## src/rtl/arcade_input_pkg.sv

```systemverilog
// arcade_input_pkg: PS/2 set-2 scan codes, the four-player keymap and joystick bit-index helpers.
package arcade_input_pkg;

    // Held-key slot order within one player's row of KEYMAP.
    localparam int unsigned K_UP     = 0;
    localparam int unsigned K_DOWN   = 1;
    localparam int unsigned K_LEFT   = 2;
    localparam int unsigned K_RIGHT  = 3;
    localparam int unsigned K_FIRE0  = 4;
    localparam int unsigned K_START0 = 8;
    localparam int unsigned K_START1 = 9;
    localparam int unsigned K_COIN0  = 10;
    localparam int unsigned K_COIN1  = 11;
    localparam int unsigned KEYS     = 12;
    localparam int unsigned KB_FIRES = 4;

    // 8'h00 marks an empty slot; no real key event may ever match it.
    localparam logic [7:0] SC_NONE   = 8'h00;
    localparam logic [7:0] SC_UP     = 8'h75;
    localparam logic [7:0] SC_DOWN   = 8'h72;
    localparam logic [7:0] SC_LEFT   = 8'h6B;
    localparam logic [7:0] SC_RIGHT  = 8'h74;
    localparam logic [7:0] SC_LCTRL  = 8'h14;
    localparam logic [7:0] SC_LALT   = 8'h11;
    localparam logic [7:0] SC_SPACE  = 8'h29;
    localparam logic [7:0] SC_LSHIFT = 8'h12;
    localparam logic [7:0] SC_ESC    = 8'h76;
    localparam logic [7:0] SC_F1     = 8'h05;
    localparam logic [7:0] SC_F2     = 8'h06;
    localparam logic [7:0] SC_1      = 8'h16;
    localparam logic [7:0] SC_2      = 8'h1E;
    localparam logic [7:0] SC_3      = 8'h26;
    localparam logic [7:0] SC_4      = 8'h25;
    localparam logic [7:0] SC_5      = 8'h2E;
    localparam logic [7:0] SC_6      = 8'h36;
    localparam logic [7:0] SC_7      = 8'h3D;
    localparam logic [7:0] SC_8      = 8'h3E;
    localparam logic [7:0] SC_A      = 8'h1C;
    localparam logic [7:0] SC_B      = 8'h32;
    localparam logic [7:0] SC_C      = 8'h21;
    localparam logic [7:0] SC_D      = 8'h23;
    localparam logic [7:0] SC_F      = 8'h2B;
    localparam logic [7:0] SC_G      = 8'h34;
    localparam logic [7:0] SC_I      = 8'h43;
    localparam logic [7:0] SC_J      = 8'h3B;
    localparam logic [7:0] SC_K      = 8'h42;
    localparam logic [7:0] SC_L      = 8'h4B;
    localparam logic [7:0] SC_M      = 8'h3A;
    localparam logic [7:0] SC_N      = 8'h31;
    localparam logic [7:0] SC_Q      = 8'h15;
    localparam logic [7:0] SC_R      = 8'h2D;
    localparam logic [7:0] SC_S      = 8'h1B;
    localparam logic [7:0] SC_V      = 8'h2A;
    localparam logic [7:0] SC_W      = 8'h1D;
    localparam logic [7:0] SC_X      = 8'h22;
    localparam logic [7:0] SC_Z      = 8'h1A;
    localparam logic [7:0] SC_COMMA  = 8'h41;
    // Numpad 8/2/4/6 share their base codes with the arrows (extended flag is dropped).
    localparam logic [7:0] SC_KP8    = 8'h75;
    localparam logic [7:0] SC_KP2    = 8'h72;
    localparam logic [7:0] SC_KP4    = 8'h6B;
    localparam logic [7:0] SC_KP6    = 8'h74;

    localparam logic [7:0] KEYMAP [4][KEYS] = '{
        '{SC_UP,  SC_DOWN, SC_LEFT, SC_RIGHT, SC_LCTRL, SC_LALT, SC_SPACE, SC_LSHIFT,
          SC_F1,  SC_1,    SC_ESC,  SC_5},
        '{SC_R,   SC_F,    SC_D,    SC_G,     SC_A,     SC_S,    SC_Q,     SC_W,
          SC_F2,  SC_2,    SC_6,    SC_NONE},
        '{SC_I,   SC_K,    SC_J,    SC_L,     SC_Z,     SC_X,    SC_C,     SC_V,
          SC_3,   SC_NONE, SC_7,    SC_NONE},
        '{SC_KP8, SC_KP2,  SC_KP4,  SC_KP6,   SC_B,     SC_N,    SC_M,     SC_COMMA,
          SC_4,   SC_NONE, SC_8,    SC_NONE}
    };

    function automatic int unsigned jb_start(input int unsigned buttons);
        return 4 + buttons;
    endfunction

    function automatic int unsigned jb_coin(input int unsigned buttons);
        return 5 + buttons;
    endfunction

    function automatic int unsigned jb_pause(input int unsigned buttons);
        return 6 + buttons;
    endfunction

endpackage

```

## src/rtl/arcade_input_map_coin_stretch.sv

```systemverilog
// coin_stretch: holds a coin line high for at least HOLD cycles after each rising edge of raw.
module coin_stretch #(
    parameter int unsigned HOLD = 54080
) (
    input  logic clk_sys,
    input  logic reset_n,
    input  logic raw,
    output logic out
);
    localparam int unsigned CW = $clog2(64'(HOLD) + 64'd1);

    logic [CW-1:0] cnt_q, cnt_d;
    logic          raw_prev_q, raw_prev_d;
    logic          out_q, out_d;

    always_comb begin
        raw_prev_d = raw;
        cnt_d      = cnt_q;
        if (raw && !raw_prev_q) begin
            cnt_d = CW'(HOLD);
        end else if (cnt_q != '0) begin
            cnt_d = cnt_q - CW'(1);
        end
        out_d = raw | (cnt_q != '0);
    end

    always_ff @(posedge clk_sys or negedge reset_n) begin
        if (!reset_n) begin
            cnt_q      <= '0;
            raw_prev_q <= 1'b0;
            out_q      <= 1'b0;
        end else begin
            cnt_q      <= cnt_d;
            raw_prev_q <= raw_prev_d;
            out_q      <= out_d;
        end
    end

    assign out = out_q;

endmodule

```

## src/rtl/arcade_input_map.sv

```systemverilog
// arcade_input_map: PS/2 held-key decode merged with joystick words, coin stretching and autofire.
// Autofire on fire button 0 is built only when ARCADE_INPUT_AUTOFIRE_EN is defined.
module arcade_input_map
    import arcade_input_pkg::*;
#(
    parameter int unsigned PLAYERS   = 2,
    parameter int unsigned BUTTONS   = 4,
    parameter int unsigned COIN_HOLD = 54080,
    parameter int unsigned AF_PERIOD = 180000
) (
    input  logic                       clk_sys,
    input  logic                       reset_n,
    input  logic [10:0]                ps2_key,
    input  logic [16*PLAYERS-1:0]      joy,
    input  logic                       kbd_clear,
    input  logic [PLAYERS-1:0]         af_enable,
    output logic [PLAYERS-1:0]         o_up,
    output logic [PLAYERS-1:0]         o_down,
    output logic [PLAYERS-1:0]         o_left,
    output logic [PLAYERS-1:0]         o_right,
    output logic [BUTTONS*PLAYERS-1:0] o_fire,
    output logic [PLAYERS-1:0]         o_start,
    output logic [PLAYERS-1:0]         o_coin,
    output logic                       o_pause
);
    localparam int unsigned JB_START = jb_start(BUTTONS);
    localparam int unsigned JB_COIN  = jb_coin(BUTTONS);
    localparam int unsigned JB_PAUSE = jb_pause(BUTTONS);

    logic                            prev_tgl_q, prev_tgl_d;
    logic                            armed_q, armed_d;
    logic                            ps2_event;
    logic [PLAYERS-1:0][KEYS-1:0]    held_q, held_d;

    logic [15:0]                     word;
    logic [PLAYERS-1:0]              raw_up, raw_down, raw_left, raw_right, raw_start, raw_coin;
    logic [BUTTONS*PLAYERS-1:0]      raw_fire;
    logic                            raw_pause;

    logic [PLAYERS-1:0]              up_q, down_q, left_q, right_q, start_q;
    logic [BUTTONS*PLAYERS-1:0]      fire_q, fire_d;
    logic                            pause_q;
    logic                            unused_inputs;

    // armed_q keeps the first post-reset cycle from treating the current toggle level as an event.
    always_comb begin
        prev_tgl_d = ps2_key[10];
        armed_d    = 1'b1;
        ps2_event  = armed_q && (ps2_key[10] != prev_tgl_q);
        held_d     = held_q;
        if (kbd_clear) begin
            held_d = '0;
        end else if (ps2_event) begin
            for (int unsigned p = 0; p < PLAYERS; p++) begin
                for (int unsigned k = 0; k < KEYS; k++) begin
                    if (KEYMAP[p][k] != SC_NONE && KEYMAP[p][k] == ps2_key[7:0]) begin
                        held_d[p][k] = ps2_key[9];
                    end
                end
            end
        end
    end

    always_comb begin
        word      = '0;
        raw_up    = '0;
        raw_down  = '0;
        raw_left  = '0;
        raw_right = '0;
        raw_start = '0;
        raw_coin  = '0;
        raw_fire  = '0;
        raw_pause = 1'b0;
        for (int unsigned p = 0; p < PLAYERS; p++) begin
            word         = joy[16*p +: 16];
            raw_right[p] = word[0] | held_q[p][K_RIGHT];
            raw_left[p]  = word[1] | held_q[p][K_LEFT];
            raw_down[p]  = word[2] | held_q[p][K_DOWN];
            raw_up[p]    = word[3] | held_q[p][K_UP];
            for (int unsigned b = 0; b < BUTTONS; b++) begin
                raw_fire[BUTTONS*p + b] = word[4 + b] |
                                          ((b < KB_FIRES) ? held_q[p][K_FIRE0 + b] : 1'b0);
            end
            raw_start[p] = word[JB_START] | held_q[p][K_START0] | held_q[p][K_START1];
            raw_coin[p]  = word[JB_COIN] | held_q[p][K_COIN0] | held_q[p][K_COIN1];
            raw_pause    = raw_pause | word[JB_PAUSE];
        end
    end

`ifdef ARCADE_INPUT_AUTOFIRE_EN
    localparam int unsigned AFW = $clog2(AF_PERIOD);

    logic [AFW-1:0] af_cnt_q, af_cnt_d;
    logic           af_phase_q, af_phase_d;

    always_comb begin
        af_cnt_d   = af_cnt_q + AFW'(1);
        af_phase_d = af_phase_q;
        if (af_cnt_q == AFW'(AF_PERIOD - 1)) begin
            af_cnt_d   = '0;
            af_phase_d = ~af_phase_q;
        end
        fire_d = raw_fire;
        for (int unsigned p = 0; p < PLAYERS; p++) begin
            if (af_enable[p]) begin
                fire_d[BUTTONS*p] = raw_fire[BUTTONS*p] & af_phase_q;
            end
        end
    end

    always_ff @(posedge clk_sys or negedge reset_n) begin
        if (!reset_n) begin
            af_cnt_q   <= '0;
            af_phase_q <= 1'b0;
        end else begin
            af_cnt_q   <= af_cnt_d;
            af_phase_q <= af_phase_d;
        end
    end

    assign unused_inputs = ^{ps2_key[8], joy};
`else
    always_comb begin
        fire_d = raw_fire;
    end

    assign unused_inputs = ^{ps2_key[8], joy, af_enable};
`endif

    always_ff @(posedge clk_sys or negedge reset_n) begin
        if (!reset_n) begin
            prev_tgl_q <= 1'b0;
            armed_q    <= 1'b0;
            held_q     <= '0;
            up_q       <= '0;
            down_q     <= '0;
            left_q     <= '0;
            right_q    <= '0;
            start_q    <= '0;
            fire_q     <= '0;
            pause_q    <= 1'b0;
        end else begin
            prev_tgl_q <= prev_tgl_d;
            armed_q    <= armed_d;
            held_q     <= held_d;
            up_q       <= raw_up;
            down_q     <= raw_down;
            left_q     <= raw_left;
            right_q    <= raw_right;
            start_q    <= raw_start;
            fire_q     <= fire_d;
            pause_q    <= raw_pause;
        end
    end

    for (genvar p = 0; p < PLAYERS; p++) begin : g_coin
        coin_stretch #(
            .HOLD(COIN_HOLD)
        ) u_coin (
            .clk_sys(clk_sys),
            .reset_n(reset_n),
            .raw    (raw_coin[p]),
            .out    (o_coin[p])
        );
    end

    assign o_up    = up_q;
    assign o_down  = down_q;
    assign o_left  = left_q;
    assign o_right = right_q;
    assign o_fire  = fire_q;
    assign o_start = start_q;
    assign o_pause = pause_q;

endmodule

```

## config.mk

```make
export PLATFORM = sky130hd
export DESIGN_NAME = arcade_input_map
export DESIGN_NICKNAME = d
export VERILOG_FILES = /design/src/rtl/arcade_input_pkg.sv /design/src/rtl/arcade_input_map_coin_stretch.sv /design/src/rtl/arcade_input_map.sv
export SDC_FILE = /design/constraint.sdc
export NUM_CORES = 1
export LEC_CHECK = 0
export BUFFER_PORTS_ARGS = -buffer_cell sky130_fd_sc_hd__buf_2
export CELL_PAD_IN_SITES_DETAIL_PLACEMENT = 1
export CELL_PAD_IN_SITES_GLOBAL_PLACEMENT = 1
export CORE_ASPECT_RATIO = 1.2
export CORE_MARGIN = 2
export CORE_UTILIZATION = 43
export DETAILED_ROUTE_END_ITERATION = 10
export PLACE_DENSITY_LB_ADDON = 0.1
export SLEW_MARGIN = 40
export SYNTH_ARGS = -nofsm -noshare
export SYNTH_HDL_FRONTEND = slang
export SYNTH_SLANG_ARGS = --single-unit
```

## constraint.sdc

```tcl
create_clock -name clk_sys -period 2.8 [get_ports clk_sys]
set_input_delay 0.14 -clock clk_sys [delete_from_list [all_inputs] [get_ports clk_sys]]
set_output_delay 0.14 -clock clk_sys [all_outputs]
set_load 0.1 [all_outputs]
```

# Yosys cells after proc, flatten, opt, wreduce, memory -nomap -nowiden
# Index checks and enable logic that the tools add are counted.
[word_totals] regBits=80 output_inout_bits=21 elab_cells=175
[op_classes] n_addsub=2 eq_ne=24 mux=29 bitwise_logic=26 n_reduce_logical=56
[op_table] operator="5-bit by 8-bit == test with 1-bit output (first input constant)" n=9
[op_table] operator="16-bit two-way mux" n=4
[op_table] operator="6-bit by 8-bit == test with 1-bit output (first input constant)" n=7
[op_table] operator="2-bit nonzero test" n=26
[op_table] operator="23-bit two-way mux" n=2
[op_table] operator="2-bit AND reduction" n=23
[op_table] operator="7-bit by 8-bit == test with 1-bit output (first input constant)" n=5
[op_table] operator="16-bit nonzero test" n=2
[op_table] operator="16-bit by 1-bit subtractor with 16-bit output (second input constant)" n=2
[op_table] operator="1-bit OR" n=26
[op_table] operator="1-bit two-way mux" n=23
[op_table] operator="3-bit by 8-bit == test with 1-bit output (first input constant)" n=2
[op_table] operator="1-bit logical AND" n=3
[op_table] operator="1-bit logical NOT" n=2
[op_table] operator="1-bit != test" n=1

# Logic depth before layout (Yosys ltp)
# Gate-level depths: netlist of the first run.
[depth] word_depth=4 mapped_depth=7 ltp_nobuf=6

# By module
# Synthesis of the first run repeated with hierarchy kept, for this count alone.
[unflattened] cells_unflattened=369 hier_area_um2=4101.4
[by_module_without_submodules] mod="arcade_input_map" instances=1 cells_per_inst=165 area_per_inst_um2=2074.5 seq_area_each_um2=1101.1
[by_module_without_submodules] mod="coin_stretch" instances=2 cells_per_inst=102 area_per_inst_um2=1013.5 seq_area_each_um2=450.4

# Worst setup path after synthesis of the first run
# No wires, ideal clock.
[synth_timing] path_type="reg-to-reg" startpoint="register g_coin[1].u_coin.cnt_q[3]" endpoint="register g_coin[1].u_coin.cnt_q[13]" setup_time_ps=79 arrival_time_ps=1991 path_slack_ps=730 path_stages_with_launch=6 n_path_buf=1 cell_sequence="dfrtp_1 or4_4 or4_1 buf_2 a2111oi_2 mux2i_1"
[synth_between] elab_chain_len=3 word_cells_on_any_way=5
[synth_rtl] element="start, declared" line_no="arcade_input_map_coin_stretch.sv:12" text="logic [CW-1:0] cnt_q, cnt_d;"
[synth_rtl] element="start signal, assigned" line_no="arcade_input_map_coin_stretch.sv:33" text="cnt_q <= cnt_d;"
[synth_rtl] element="16-bit by 1-bit subtractor with 16-bit output" line_no="arcade_input_map_coin_stretch.sv:22" text="cnt_d = cnt_q - CW'(1);"
[synth_rtl] element="16-bit two-way mux" line_no="arcade_input_map_coin_stretch.sv:21" text="end else if (cnt_q != '0) begin"
[synth_rtl] element="16-bit two-way mux" line_no="arcade_input_map_coin_stretch.sv:19" text="if (raw && !raw_prev_q) begin"
# Several ways; a longest one is shown, not always the timed one. The select of a mux whose other input is x is not followed.
# A chain may end at the register's enable or synchronous reset.

# Worst setup path in the final report of the first run
[layout_timing] startpoint="register g_coin[1].u_coin.cnt_q[0]" endpoint="register g_coin[1].u_coin.cnt_q[2]"
# The elaborated chain is that of the path after synthesis.

==> results of run 1 <==
cell type report:
type                       instances  area [um^2]
clock buffer                      10          128
clock inverter                     6         92.6
fill                             995         3910
inverter                           6         22.5
multi-input combinational        276         1750
sequential                        80         2000
tap                              117          146
timing repair buffer              85          567
critical path: cells and delay by family, from the launching register on:
kind | cells | cell delay, ns
flops | 1 | 0.42
compound gates | 1 | 0.22
buf+inv | 1 | 0.09
simple gates | 2 | 1.10
fa+ha+maj | 1 | 0.23
mux | 1 | 0.15
cell usage in the layout, fill, tap and decap left out, types with 2 or more instances in the layout:
cell type and n:
nand4_1 2, and4_1 3, xnor2_1 2, o21ai_0 14, ha_1 2, nor4_1 9, or4b_2 3, buf_4 6
o211ai_1 2, buf_2 54, a211oi_1 2, bufinv_16 2, nand3_1 8, nand2b_1 38, or2_2 22, dfrtp_1 80
nand2_1 36, and3_1 5, dlygate4sd3_1 24, a21oi_1 17, nor2_1 21, clkbuf_8 9, and2_1 2, mux2i_1 33
o31ai_1 5, clkinvlp_4 2, a31oi_1 4, a21o_1 2, or3b_2 3, inv_1 6, nor3_1 15, or4_1 5
or3_1 8
Yosys cell counts, types with 2 or more instances:
cell type | count | area [um^2]
dfrtp_1 | 80 | 2000
nand2b_1 | 39 | 244
nand2_1 | 36 | 135
mux2i_1 | 33 | 330
or2_2 | 22 | 138
nor2_1 | 21 | 78.8
a21oi_1 | 17 | 85.1
nor3_1 | 15 | 75.1
o21ai_0 | 14 | 70.1
clkbuf_1 | 9 | 33.8
nor4_1 | 9 | 56.3
nand3_1 | 8 | 40.0
or3_1 | 8 | 50.1
inv_1 | 6 | 22.5
and3_1 | 5 | 31.3
o31ai_1 | 5 | 37.5
or4_1 | 5 | 37.5
a31oi_1 | 4 | 25.0
and4_1 | 3 | 26.3
or3b_2 | 3 | 26.3
or4b_2 | 3 | 30.0
a211oi_1 | 2 | 15.0
a21o_1 | 2 | 15.0
and2_1 | 2 | 12.5
buf_1 | 2 | 7.51
buf_4 | 2 | 15.0
ha_1 | 2 | 25.0
nand4_1 | 2 | 12.5
o211ai_1 | 2 | 15.0
xnor2_1 | 2 | 17.5
cells by family (layout without fill, tap and decap cells):
| family | Yosys count | in the layout |
|---|---|---|
| AOI/OAI and AO/OA | 51 | 51 |
| xor gates and xnor gates | 2 | 2 |
| adders and majority gates | 2 | 2 |
| buffers and inverters | 20 | 107 |
| DFF | 80 | 80 |
| muxes | 33 | 33 |
| other | 1 | 1 |
| and+or+nand+nor | 187 | 187 |
layer usage:
metal	share of wire (%)	vias to the layer above	track usage, %
met3	2.5	15	3.71
li1	-	1486	-
met4	2.4	0	9.12
met5	0	-	0
met1	42	1507	23.2
met2	53	41	36.3
sequential cells by signal (all words and copies together), names as in the netlist:
register and flops:
o_right 2, o_down 2, o_start 2, prev_tgl_q 1, g_coin.u_coin.out 2, o_left 2
o_pause 1, g_coin.u_coin.raw_prev_q 2, o_fire 8, g_coin.u_coin.cnt_q 32, armed_q 1, o_up 2
held_q 23
power breakdown:
group / internal (mW) / leakage, nW / switching (mW)
sequential: 1.27 / 0.976 / 0.118
clock: 0.507 / 0.103 / 0.457
combinational: 0.254 / 1.02 / 0.366
worst max path at each step:
stage | cells after the start | to | startpoint
after floorplan | 5 | g_coin[1].u_coin.cnt_q[13] | g_coin[1].u_coin.cnt_q[3]
after global placement | 6 | g_coin[1].u_coin.cnt_q[2] | g_coin[1].u_coin.cnt_q[0]
after detailed placement | 6 | g_coin[1].u_coin.cnt_q[2] | g_coin[1].u_coin.cnt_q[0]
after CTS | 6 | g_coin[1].u_coin.cnt_q[2] | g_coin[1].u_coin.cnt_q[0]
after global routing | 6 | g_coin[1].u_coin.cnt_q[2] | g_coin[1].u_coin.cnt_q[0]
final | 6 | g_coin[1].u_coin.cnt_q[2] | g_coin[1].u_coin.cnt_q[0]
==> flow_summary.yaml, run 1 <==
run_status:
  outcome: "finished, final reports clean"
synth:
  syn_inst: 376
  synth_edf_count: 0
  yosysSeqAreaShare_pct: 52.3
  synth_top_flop_cell: "dfrtp_1"
  syn_avg_cell_area_um2: 10.2
  synth-compound-area-share_pct: 8.24
  synth_area_um2: 3820
  synthAdderAreaFrac_pct: 0.654
  synth-simple-area-share_pct: 27.4
  synthMuxAreaShare_pct: 8.64
  yosysWarnings: 0
  synth_top_family_by_area: "simple AND/OR/NAND/NOR gates"
  synth-seq-cells: 80
  synth-xor-area-share_pct: 0.458
  async_reset_ff_share_pct: 100
  syn_nets: 426
  ys_types: 43
setup_path:
  worstSetupPathType: "flop to flop"
  crit_path_start_kind: "flop"
  worstPathArrival_ns: 2.57
  path_max_fanout: 10
  critPathRequiredTime_ns: 3.05
  critPathSlowestCell: "or4b_2"
  cp_slowest_stage_delay_ns: 0.62
  reg2reg_slack_ns: 0.48
  rr_endpoint: "g_coin[1].u_coin.cnt_q[2]"
  reg2reg_depth: 6
  critical_path.endpoint_type: "flop"
  regToRegStartpoint: "g_coin[1].u_coin.cnt_q[0]"
  crit_chain: "inv_1 -> ha_1 -> or4b_2 -> nor2_1 -> a21boi_0 -> mux2i_1"
timing:
  maxSlewViolCount: 0
  setup_ws_ns: 0.480
  holdWs_ns: 0.133
  setup_viol: 0
  final_hold_viol_count: 0
  fin_tns_setup_ns: 0
  rsz0062_at_grt: "false"
  slew_headroom_pct: 51.2
  max_freq_mhz: 431
  fin_crit_sh_pct: 82.9
  tightest_slew_ns: 0.732
  fin_worst_skew_ns: 0.00777
  fin_crit_ns: 2.32
cells_and_area:
  fin_area_um2: 4710
  nets: 508
  diodes: 0
  post-route-util_pct: 54.6
  layout-drive-gt1-share_pct: 23.3
  fin_cells: 580
  synthToLayoutAreaGrowth_pct: 23.0
floorplanning:
  boundaryPins: 69
  rows: 37
  die_w_um: 90.1
  start_util_pct: 44.4
  core-area_um2: 8610
  die_area_um2: 9670
  die_h_um: 107
pwr:
  power_mw: 2.97
  pwr_density_cell_nw_per_um2: 631
  p_leak_nw: 2.10
  ir_drop_mv: 0.471
clocking:
  cts_hold_buffers: 24
  cts_resized: 0
  clock_latency_ns: 0.37
  cts.sinks: 80
  clk_pin_slew_worst_paths_ns: 0.09
  cts_buffers: 9
  clock_path_buffers: 2
  htreeDepth: 3
  clock-root-buffer: "clkbuf_8"
  cts_tree: "built"
  post_cts.repair.setup_buffers: 0
drt:
  ant_nets: 0
  drc: 0
  vias: 3049
  dr.pass1.iters: 4
  drtIter0Drc: 119
  routed_wirelength_um: 8970
  vias_per_cell: 5.26
  drt-wirelength-per-cell_um: 15.5
global_routing:
  grt_overflow_total: 0
  grt_max_degree: 81
  grt_first_pass_wirelength_um: 15400
  antenna_found_initial: 0
  grt_pass1_vias: 3324
  grt_use_total_pct: 20.1
placed_design:
  portBuffers: 55
  placed_area_um2: 4240
  dp.cells: 540
  gp_congestion: 0.837
  dpl.hpwl_um: 5970
  place_ws_ns: 0.493
min_path:
  hold_end: "held_q[14]"
  min_path_type: "input pin to flop"
  holdPathStages: 3
  worstHoldStart: "ps2_key[3]"
flow_run:
  cap_violations: 0
(Power assumes the default switching activity.)
==> inputs of run 2 (changes only) <==
Settings changed: CORE_UTILIZATION 43 to 39.
Clock period 2.8 ns to 2.1 ns, I/O delays scaled along.
==> run 2 against run 1 <==
  * Non-clock buffer count rose by 13
  * Wire length rose by 4.5%
  * Highest routed layer unchanged
  * Die area increased by 9.8%
  * Fmax up 16%
  * Via count up 2.6%
  * Flip-flop and latch count did not move
  * Largest cell class unchanged
  * Setup slack lost 0.38 ns
==> flow_summary.yaml, run 2 (synthesis results as in run 1) <==
drt:
  dr_wl_met2_um: 5030
  vias: 3128
  vias_per_cell: 5.22
  drt-wirelength-per-cell_um: 15.6
  drc: 0
  ant_nets: 0
  top_layer: "met4"
  drt-met1-wl_um: 3980
  wl_met3_um: 240
  routed_wirelength_um: 9370
  dr.pass1.iters: 4
  drtIter0Drc: 121
pwr:
  power.switching_mw: 1.34
  ir_drop_mv: 0.446
  swShare_pct: 31.0
  power_mw: 4.32
  sequentialPowerShare_pct: 42.4
  clock_power_share_pct: 35.4
  pwr_density_cell_nw_per_um2: 882
  comb_power_share_pct: 22.2
  p_int_mw: 2.98
  p_leak_nw: 2.21
timing:
  max_freq_mhz: 499
  fin_crit_ns: 2.00
  setup_viol: 0
  setup_ws_ns: 0.0974
  rsz0062_at_grt: "false"
  final_hold_viol_count: 0
  fin_crit_sh_pct: 95.4
  fin_worst_skew_ns: 0.00626
  tightest_slew_ns: 0.722
  holdWs_ns: 0.0155
  slew_headroom_pct: 51.7
  maxSlewViolCount: 0
floorplanning:
  core-area_um2: 9520
  boundaryPins: 69
  die_area_um2: 10600
  die_h_um: 112
  rows: 39
  start_util_pct: 40.2
  die_w_um: 94.4
min_path:
  min_path_type: "input pin to flop"
  worstHoldStart: "joy[25]"
  holdPathStages: 3
  hold_end: "g_coin[1].u_coin.out"
cells_and_area:
  fin_area_um2: 4900
  post-route-util_pct: 51.5
  synthToLayoutAreaGrowth_pct: 28.2
  nFillCells: 1095
  layout_common_cells: "dfrtp_1 (80), buf_2 (54), nand2b_1 (39)"
  layout-drive-gt1-share_pct: 25.8
  nets: 521
  diodes: 0
  largest_register_ff_count: 32
  regMostFlops: "g_coin.u_coin.cnt_q"
  final_common_cell: "dfrtp_1"
setup_path:
  critical_path.endpoint_type: "flop"
  path_max_fanout: 6
  regToRegStartpoint: "g_coin[1].u_coin.cnt_q[3]"
  reg2reg_depth: 4
  crit_path_start_kind: "flop"
  critPathLaunch: "g_coin[1].u_coin.cnt_q[3]"
  reg2reg_slack_ns: 0.1
  rr_endpoint: "g_coin[1].u_coin.cnt_q[13]"
  critPathRequiredTime_ns: 2.36
  worstPathArrival_ns: 2.26
  worstSetupPathType: "flop to flop"
clocking:
  cts.sinks: 80
  cts_buffers: 9
  clk_pin_slew_worst_paths_ns: 0.06
  clock_latency_ns: 0.34
  clock_path_buffers: 2
  cts_tree: "built"
  htreeDepth: 3
  clock-root-buffer: "clkbuf_16"
placed_design:
  placed_area_um2: 4360
  place_ws_ns: -0.0171
  gp_congestion: 0.791
  portBuffers: 55
  dpl.hpwl_um: 6420
global_routing:
  grt_max_degree: 42
  grt_overflow_total: 0
  grt_use_total_pct: 19.7
  grt_first_pass_wirelength_um: 16400
  antenna_found_initial: 0
  grt_pass1_vias: 3481
run_status:
  outcome: "finished, final reports clean"
flow_run:
  cap_violations: 0
-- run 2: what timing repair did --
item	in CTS	in global routing
endpoints found under the hold margin	61	0
hold buffers	23	0
buffers inserted	0	0
resized for setup	1	3
setup endpoints to repair	1	8
-- run 2: worst max-delay path by stage --
stage / to / slack, ns / cells after the start
6_report: g_coin[1].u_coin.cnt_q[13] / 0.1 / 4
3_5_place_dp: g_coin[1].u_coin.cnt_q[13] / -0.02 / 4
4_1_cts: g_coin[1].u_coin.cnt_q[12] / 0.06 / 5
2_1_floorplan: g_coin[1].u_coin.cnt_q[13] / 0.03 / 5
3_3_place_gp: g_coin[1].u_coin.cnt_q[13] / -0.001 / 4
5_1_grt: g_coin[1].u_coin.cnt_q[9] / 0.002 / 4
-- run 2: cell type report --
cell class              count  area, um^2  area share [%]
clock buffers              11         253            5.16
clock inverters             5        40.0           0.817
inverters                   6        22.5           0.459
multi-input cells         276        1760            35.9
flip-flops and latches     80        2000            40.8
well taps                 123         154            3.14
repair buffers             98         671            13.7
-- run 2: through the flow --
stage / setup TNS, ns / cells
after detailed placement: -0.0171 / 560
after floorplan: 0 / 376
after CTS: 0 / 599
after global routing: 0 / 599
after global placement: -0.00102 / 560
final: 0 / 599
-- run 2: worst max-delay path, cell delays in order (launching register included) --
cell and delay [ns]:
dfrtp_1 0.37, or4_4 0.53, or4_4 0.49, a2111oi_4 0.31, mux2i_1 0.22
-- run 2: metal layers --
layer | track usage (%) | vias to the layer above
met5 | 0 | -
met4 | 5.80 | 0
met3 | 3.76 | 8
met2 | 35.4 | 39
met1 | 23.8 | 1569
li1 | - | 1512
-- run 2: power by group through the flow --
| stage | clock network (mW) | registers, mW | logic, mW |
|---|---|---|---|
| after CTS | 1.57 | 1.83 | 0.969 |
| after global routing | 1.63 | 1.86 | 1.08 |
| after global placement | 0 | 1.85 | 0.898 |
| after detailed placement | 0 | 1.86 | 0.924 |
| after floorplan | 0 | 1.97 | 0.461 |
| final | 1.53 | 1.83 | 0.961 |
==> inputs of run 3 (changes only) <==
Clock period 2.1 ns to 1.6 ns, I/O delays scaled along.
==> run 3 against run 2 <==
  * The run now ends with setup timing left
  * Clock skew rose by 0.0012 ns
  * Critical endpoint is now g_coin[1].u_coin.cnt_q[15]
  * Final cell count rose by 11%
  * Setup slack worse by 0.47 ns
  * Die area unchanged
  * Non-clock buffer count is 63 higher
  * Hold slack gained 0.14 ns
  * Register-to-register slack lost 0.47 ns
  * Sequential share of layout area decreased by 6.0 points
  * Wire length increased by 21%
  * Total power grew 50%
  * Clock-buffer cell count is 2 lower
==> flow_summary.yaml, run 3 (synthesis results as in run 1) <==
run_status:
  outcome: "finished, violations left"
  violations: "setup timing"
setup_path:
  crit_path_start_kind: "flop"
  worstSetupPathType: "flop to flop"
  path_max_fanout: 6
  reg2reg_depth: 4
  critPathRequiredTime_ns: 1.86
  worstPathArrival_ns: 2.24
  crit_buf_inv: 0
  cp_top_family: "simple AND/OR/NAND/NOR gates"
  critical_path.endpoint_type: "flop"
  regToRegStartpoint: "g_coin[1].u_coin.cnt_q[4]"
  critPathSlowestCell: "or4_4"
  reg2reg_slack_ns: -0.38
  rr_endpoint: "g_coin[1].u_coin.cnt_q[15]"
  crit_top_cell: "or4_4"
  cp_slowest_stage_delay_ns: 0.53
  crit_chain: "or4_4 -> or4_4 -> a2111o_1 -> o211ai_1"
min_path:
  hold_end: "held_q[14]"
  worstHoldStart: "ps2_key[2]"
  min_path_type: "input pin to flop"
  holdPathStages: 3
drt:
  ant_nets: 0
  drc: 0
  routed_wirelength_um: 11300
  drt-wirelength-per-cell_um: 17.1
  vias: 3490
  drtIter0Drc: 117
  dr.pass1.iters: 4
  vias_per_cell: 5.27
floorplanning:
  core-area_um2: 9520
  start_util_pct: 40.2
  die_w_um: 94.4
  boundaryPins: 69
  die_h_um: 112
  die_area_um2: 10600
  rows: 39
placed_design:
  place_ws_ns: -0.445
  dpl.hpwl_um: 7520
  placed_area_um2: 4840
  gp_congestion: 0.807
  portBuffers: 55
timing:
  rsz0062_at_grt: "true"
  slew_headroom_pct: 64.7
  fin_crit_ns: 1.98
  final_hold_viol_count: 0
  setup_viol: 26
  max_freq_mhz: 506
  fin_worst_skew_ns: 0.00746
  tightest_slew_ns: 0.529
  setup_ws_ns: -0.378
  maxSlewViolCount: 0
  fin_crit_sh_pct: 124
cells_and_area:
  final_common_cell: "dfrtp_1"
  layout-drive-gt1-share_pct: 43.0
  nets: 584
  layout_common_cells: "dfrtp_1 (78), buf_4 (71), buf_2 (54)"
  synthToLayoutAreaGrowth_pct: 50.2
  largest_register_ff_count: 32
  diodes: 0
  regMostFlops: "g_coin.u_coin.cnt_q"
  nFillCells: 1061
  fin_area_um2: 5750
clocking:
  cts.sinks: 80
  cts_buffers: 9
  clock_latency_ns: 0.34
  cts_tree: "built"
  htreeDepth: 3
  clk_pin_slew_worst_paths_ns: 0.07
  clock_path_buffers: 2
  clock-root-buffer: "clkbuf_16"
flow_run:
  cap_violations: 0
global_routing:
  grt_pass1_vias: 3945
  antenna_found_initial: 0
  grt_first_pass_wirelength_um: 19100
  grt_use_total_pct: 23.2
  grt_max_degree: 32
  grt_overflow_total: 0
pwr:
  ir_drop_mv: 0.491
  p_leak_nw: 2.62
  pwr_density_cell_nw_per_um2: 1130
==> run 3: worst max-delay path by stage <==
stage	start	end	cells past startpoint
after floorplan	g_coin[1].u_coin.cnt_q[0]	g_coin[1].u_coin.cnt_q[2]	6
after global placement	g_coin[1].u_coin.cnt_q[4]	g_coin[1].u_coin.cnt_q[13]	4
after detailed placement	g_coin[1].u_coin.cnt_q[4]	g_coin[1].u_coin.cnt_q[13]	4
after CTS	g_coin[1].u_coin.cnt_q[4]	g_coin[1].u_coin.cnt_q[15]	4
after global routing	g_coin[1].u_coin.cnt_q[4]	g_coin[1].u_coin.cnt_q[13]	4
final	g_coin[1].u_coin.cnt_q[4]	g_coin[1].u_coin.cnt_q[15]	4
==> run 3: area by class of cell <==
| type | instances | area, um^2 | area share [%] |
|---|---|---|---|
| Timing Repair Buffer | 161 | 1190 | 20.7 |
| Inverter | 6 | 22.5 | 0.392 |
| Tap cell | 123 | 154 | 2.68 |
| Sequential cell | 80 | 2000 | 34.9 |
| Multi-Input combinational cell | 276 | 2090 | 36.4 |
| Clock inverter | 7 | 62.6 | 1.09 |
| Clock buffer | 9 | 225 | 3.92 |
==> run 3: stage by stage <==
stage / util (%) / hold WS [ns] / setup TNS [ns] / total power, mW / instances
2_1_floorplan: - / -0.216 / -5.89 / 3.32 / 376
3_3_place_gp: 50.9 / 0.0528 / -5.53 / 4.00 / 611
3_5_place_dp: 50.9 / 0.0504 / -7.02 / 4.08 / 611
4_1_cts: 58.6 / 0.184 / -4.16 / 6.39 / 658
5_1_grt: 60.4 / 0.153 / -5.89 / 6.83 / 662
6_report: 60.4 / 0.156 / -3.77 / 6.50 / 662
==> run 3: power breakdown <==
| group | switching (mW) | internal, mW |
|---|---|---|
| Clock | 0.922 | 1.08 |
| Sequential | 0.195 | 2.23 |
| Combinational | 1.03 | 1.04 |
| Total | 2.15 | 4.35 |
==> run 3: per-layer routing <==
layer	wire length (um)	global-route usage (%)	vias to the layer above
li1	-	-	1647
met1	4510	26.8	1761
met2	6230	41.8	61
met3	306	4.23	21
met4	297	9.28	0
met5	0	0	-
==> run 3: worst reg2reg max path, cell delays in order (launching register included) <==
cell and delay [ns]:
dfrtp_1 0.38, or4_4 0.53, or4_4 0.51, a2111o_1 0.31
o211ai_1 0.16
==> run 3: timing repair <==
action / in CTS / in global routing
hold buffers: 24 / 0
endpoints found under the setup margin: 36 / 37
hold endpoints to repair: 52 / 0
pin swaps: 19 / 23
buffers inserted: 7 / 5
gates resized for setup: 42 / 38
